### src/rtl/next_piece_gen.sv
// rtl/next_piece_gen.sv - tetromino picker with preview slot, LFSR advance strobe and bounded re-roll
// Every sample cycle pulses new_block; WAIT lets the advanced LFSR byte settle before the next look.
module next_piece_gen #(
    parameter int MAX_REROLL = 2,
    parameter bit NO_REPEAT  = 1'b1
) (
    input  logic        vclk,
    input  logic        rst,
    input  logic [7:0]  rand_in,
    input  logic        req,
    output logic        new_block,
    output logic        piece_valid,
    output logic [2:0]  cur_piece,
    output logic [2:0]  next_piece,
    output logic [15:0] piece_count
);

    localparam int CW = (MAX_REROLL < 1) ? 1 : $clog2(MAX_REROLL + 1);
    localparam logic [CW-1:0] MAX_CNT = CW'(MAX_REROLL);

    typedef enum logic [2:0] {
        FILL_CUR  = 3'd0,
        FILL_NEXT = 3'd1,
        SAMPLE    = 3'd2,
        WAIT      = 3'd3,
        READY     = 3'd4
    } state_t;

    state_t          r_state;
    state_t          r_ret;
    logic [CW-1:0]   r_cnt;
    logic [2:0]      r_cur;
    logic [2:0]      r_next;
    logic [15:0]     r_count;

    state_t          w_state_nxt;
    state_t          w_ret_nxt;
    logic            w_nb;
    logic            w_accept;
    logic            w_reject;
    logic            w_take;
    logic [2:0]      w_c;
    logic [2:0]      w_pick;
    logic            w_bad;
    logic            w_budget;
    logic            w_unused_rand;

    assign w_c           = rand_in[2:0];
    assign w_unused_rand = ^rand_in[7:3];
    assign w_budget      = (r_cnt < MAX_CNT);
    // Repeat rule only applies when refilling the preview after a hand-out.
    assign w_bad         = (w_c == 3'd7) || (NO_REPEAT && (r_state == SAMPLE) && (w_c == r_cur));
    assign w_pick        = (w_c == 3'd7) ? 3'd0 : w_c;

    always_comb begin
        w_state_nxt = r_state;
        w_ret_nxt   = r_ret;
        w_nb        = 1'b0;
        w_accept    = 1'b0;
        w_reject    = 1'b0;
        w_take      = 1'b0;
        case (r_state)
            FILL_CUR, FILL_NEXT, SAMPLE: begin
                w_nb        = 1'b1;
                w_state_nxt = WAIT;
                if (w_bad && w_budget) begin
                    w_reject  = 1'b1;
                    w_ret_nxt = r_state;
                end else begin
                    w_accept  = 1'b1;
                    w_ret_nxt = (r_state == FILL_CUR) ? FILL_NEXT : READY;
                end
            end
            WAIT: begin
                w_state_nxt = r_ret;
            end
            READY: begin
                if (req) begin
                    w_state_nxt = SAMPLE;
                    w_take      = 1'b1;
                end
            end
            default: begin
                w_state_nxt = FILL_CUR;
            end
        endcase
    end

    always_ff @(posedge vclk) begin
        if (rst) begin
            r_state <= FILL_CUR;
            r_ret   <= FILL_CUR;
            r_cnt   <= '0;
            r_cur   <= 3'd0;
            r_next  <= 3'd0;
            r_count <= 16'd0;
        end else begin
            r_state <= w_state_nxt;
            r_ret   <= w_ret_nxt;
            if (w_reject) begin
                r_cnt <= r_cnt + 1'b1;
            end else if (w_accept) begin
                r_cnt <= '0;
            end
            if (w_accept && (r_state == FILL_CUR)) begin
                r_cur <= w_pick;
            end else if (w_accept) begin
                r_next <= w_pick;
            end
            if (w_take) begin
                r_cur   <= r_next;
                r_count <= r_count + 16'd1;
            end
        end
    end

    assign new_block   = w_nb & ~rst;
    assign piece_valid = (r_state == READY);
    assign cur_piece   = r_cur;
    assign next_piece  = r_next;
    assign piece_count = r_count;

endmodule

### config.mk
export PLATFORM = sky130hd
export DESIGN_NAME = next_piece_gen
export DESIGN_NICKNAME = d
export VERILOG_FILES = /design/src/rtl/next_piece_gen.sv
export SDC_FILE = /design/constraint.sdc
export NUM_CORES = 1
export LEC_CHECK = 0
export CORE_AREA = 2 2 62 64
export CTS_CLUSTER_SIZE = 25
export DETAILED_ROUTE_END_ITERATION = 16
export DIE_AREA = 0 0 64 66
export PLACE_DENSITY = 0.72
export SYNTH_ARGS = -nofsm -noshare
export SYNTH_HDL_FRONTEND = slang
export SYNTH_SLANG_ARGS = --single-unit
### constraint.sdc
create_clock -name vclk -period 1.9 [get_ports vclk]
set_clock_uncertainty 0.05 [all_clocks]
set_input_delay 0.19 -clock vclk [delete_from_list [all_inputs] [get_ports vclk]]
set_output_delay 0.19 -clock vclk [all_outputs]
set_load 0.01 [all_outputs]
==> impl_summary.md <==
Setup path
The peak per-stage delay on the critical path is 0.53 ns. The reg-to-reg startpoint is r_state[0]. Data arrives at the worst endpoint at about 1.4 ns. The number of cells on the worst reg-to-reg path is 5.

The top fanout value on the critical path is 5. The cell type of the slowest stage on the worst timing path is sky130_fd_sc_hd__clkdlybuf4s50_1. The worst setup path is captured at an output port. The type of the worst setup path is flip-flop to output port. The critical path goes through buf_4 -> clkdlybuf4s50_1. The kind of start point of the critical path is a flip-flop. The required time of the critical path is approximately 1.7 ns. The worst register-to-register path ends at piece_count[11]. Across all register-to-register paths, the minimum setup slack is 0.25 ns.

Global route
The number of global-route vias before repair is 1389. The pin count of the biggest net entering global routing is 33. The remaining global-route overflow is 0. The initial antenna violation count came to 0. The global-route wire length before repair is between 6 and 7 mm. The total routing resource utilization after global routing is approximately 18%.

Floorplanning
The initial utilization of the core area, before any placement, comes to between 40% and 50%. Measured along the y axis, the die boundary spans between 60 and 70 µm. In this run the horizontal extent of the chip is ~64 µm. 35 I/O pins were placed. The total die area is 4220 µm². The number of cell rows is 22. The core region is between 3000 and 4000 µm².

STA
Measured against its own limit, the worst slew margin works out to between 70 and 80%. The final max-slew violation count is 0. The final-report hold violation count came to 0. Setup violations remaining at the end of the flow were counted as 0. The share of the clock period used by the worst path after layout is around 87%. Setup repair after global routing left no endpoint under its margin. Subtracting the final worst setup slack from the clock period gives between 1.5 and 2 ns. The maximum achievable frequency is around 600 MHz. For the pin with the worst max-slew slack, the measured transition is 0.348 ns.

Drt
Summed over all layers, the routed wires come to between 3 and 4 mm. Once detail routing completed, the nets flagged for antenna violations numbered 0. The detailed router finished its first iteration with 55 violations. The DRC violation count after routing is 0.

In the routed layout, each cell is associated on average with a via count of about 5.4. The first TritonRoute pass finished after 4 iterations. The routed via count is 1477. After detailed routing, the average wire length per cell comes to 12.6 µm.

Placed design
The global placement routability congestion is 0.771. The instance area at placement is ~2000 µm². After legalization and detailed placement, the total HPWL measured 2.52 mm.

Input and output buffers added on the ports amount to 29.

Min path
The worst-case hold path end point is r_ret[2]. The min-delay analysis places its worst path in the category flip-flop to flip-flop. The startpoint of the most critical hold path is r_ret[2]. The cell count of the worst hold path is 2.

Logic synthesis
Counting flops and latches in the post-synthesis netlist gives 30. Synthesis produced a netlist with a net count of about 190. The post-synthesis share of cell area spent on and, or, nand and nor gates is between 20% and 30%. The number of enable flip-flop cells after synthesis is 0. The post-synthesis mux area share is approximately 1.5%.

Among all flip-flop cells after synthesis, the most frequent one is sky130_fd_sc_hd__dfxtp_1. The synthesized netlist occupies a cell area of roughly 1500 µm². The dominant combinational cell family by area after synthesis is simple AND/OR/NAND/NOR gates.

The share of flip-flops with an asynchronous set or reset after synthesis is 0%. Synthesis handed over a netlist of roughly 180 instances. The post-synthesis share of cell area spent on full adders, half adders and majority gates is less than 1%. The mean area per synthesized cell is around 8.4 µm².

The Yosys warning count is 0. Sequential elements use about two fifths of the synthesized area. The complex-gate fraction of the synthesized area is between 10% and 20%.

The netlist uses between 40 and 50 different library cells. Of the total synthesized cell area, the portion taken by XOR and XNOR cells is between 7 and 8%.

Finish
From synthesis to final layout, the design area changed by 35.7%. In the final layout, the share of cells above drive strength 1 is about 16%. The number of antenna repair diodes is 0.

The utilization after layout is about three fifths. After filler insertion, the fill cell instance count of the layout stands at 330. The finished layout cell area is slightly above 2000 µm². At the end of the flow, the number of nets in the layout was roughly 240.

Clocking
The sink count of the clock tree is 30. The number of hold buffers added after cts is 0. The root buffer selected by CTS is sky130_fd_sc_hd__clkbuf_4. The clock passes through at most 2 buffers. The CTS tree is done. The depth of the CTS H-tree is 2.

In this run the post-CTS setup repair buffer count came out at 0. TritonCTS created 5 clock buffers. The clock transition time at the flip-flop clock pins of the worst setup and hold paths is 0.09 ns.

For the worst-skew pair, the clock arrives at the later sink with an insertion delay of roughly 0.34 ns.

Power and ir drop
The power density normalized to cell area is between 600 and 700 nW/µm². VDD sags by at most between 400 and 500 µV. The standby leakage power is ~0.79 nW.

Run
Max-cap violations in this run came to 0.

Run status
The run finished with clean final reports.
[cells in the mapped netlist (all sizes together) (2+ instances only)]
library cell  number  area, µm²
o211a              2       20.0
a21bo              2       20.0
nand4              4       25.0
mux2               2       22.5
o22ai              2       12.5
and4               3       26.3
nor3               3       15.0
o221ai             2       17.5
clkbuf             9       33.8
o211ai             3       22.5
inv                5       18.8
a22oi              3       22.5
nand2b             4       25.0
nor2              19       71.3
a21oi             10       50.1
or3                5       31.3
nand2             16       60.1
nor2b              3       18.8
xnor2              5       43.8
o41ai              4       42.6
nand3              9       45.0
and3               3       18.8
dfxtp             30        601
buf                2       10.0
xor2               8       70.1
o21ai              4       20.0
[through the flow]
stage | total power, mW | std cells | hold WS, ns | worst slack [ns] | setup TNS (ns)
after floorplan | 0.804 | 181 | 0.317 | 0.262 | 0
after global placement | 0.908 | 268 | 0.416 | -0.0320 | -0.109
after detailed placement | 0.912 | 268 | 0.422 | -0.0290 | -0.116
after CTS | 1.32 | 276 | 0.436 | 0.226 | 0
after global routing | 1.37 | 276 | 0.480 | 0.0682 | 0
final | 1.31 | 276 | 0.436 | 0.246 | 0
[worst max-delay path, delay by kind of cell, from the launching register on]
family,cells,cell delay (ns)
buf+inv,2,0.68
flops,1,0.41
[state kept, by name, indices dropped and copies added, names as in the netlist]
signal,count
piece_count,16
cur_piece,3
next_piece,3
r_ret,3
r_state,3
r_cnt,2
[report_power, final]
part	total, mW	leakage [nW]	switching, mW	internal [mW]
Clock	0.409	0.0343	0.231	0.178
Sequential	0.675	0.244	0.0221	0.653
Combinational	0.221	0.512	0.105	0.116
[metal layers]
layer | global-route usage [%] | share of wire (%) | routed length, µm | vias up
met5 | 0 | 0 | 0 | -
met4 | 7.61 | 1.6 | 57 | 0
met3 | 5.45 | 6.2 | 214 | 6
met2 | 28.9 | 45 | 1550 | 45
met1 | 22.6 | 48 | 1650 | 676
li1 | - | - | - | 750
[layout by cell type (no fill, tap or decap), types with 3 or more instances in the layout]
master	count
sky130_fd_sc_hd__dfxtp_1	30
sky130_fd_sc_hd__clkdlybuf4s50_1	27
sky130_fd_sc_hd__buf_4	20
sky130_fd_sc_hd__nor2_1	19
sky130_fd_sc_hd__nand2_1	16
sky130_fd_sc_hd__a21oi_1	10
sky130_fd_sc_hd__nand3_1	9
sky130_fd_sc_hd__xor2_1	8
sky130_fd_sc_hd__or3_1	5
sky130_fd_sc_hd__inv_1	5
sky130_fd_sc_hd__xnor2_1	5
sky130_fd_sc_hd__clkbuf_4	5
sky130_fd_sc_hd__nand2b_1	4
sky130_fd_sc_hd__nand4_1	4
sky130_fd_sc_hd__o21ai_0	4
sky130_fd_sc_hd__o41ai_1	3
sky130_fd_sc_hd__o211ai_1	3
sky130_fd_sc_hd__a22oi_1	3
sky130_fd_sc_hd__and4_1	3
sky130_fd_sc_hd__and3_1	3
sky130_fd_sc_hd__nor3_1	3
sky130_fd_sc_hd__nor2b_1	3
[cell families after synthesis]
logic type	Yosys count
and+or+nand+nor	81
AOI/OAI and AO/OA	38
muxes	2
DFF	30
buffers and inverters	16
xor gates and xnor gates	13
adders and majority gates	1
[worst max-delay path by stage]
stage	endpoint	from
after CTS	piece_count[0]	piece_count[0]
after floorplan	r_ret[2]	r_cnt[1]
after global placement	piece_count[11]	req
after global routing	piece_count[13]	r_state[0]
final	piece_count[0]	piece_count[0]
after detailed placement	piece_count[11]	req
[repair_timing]
action                                 CTS  global route
endpoints found under the hold margin    0             0
resized for setup                        2             0
setup endpoints to repair                2             0
[final cells by class]
type                    count  area (µm²)  area share [%]
inverters                   5        18.8           0.908
multi-input cells         135         866            41.9
repair buffers             50         458            22.2
clock inverters             2        12.5           0.605
clock buffers               6        51.3            2.48
flip-flops and latches     30         601            29.1
well taps                  48        60.1            2.91
Note: power is estimated with default switching activity, not from simulation.
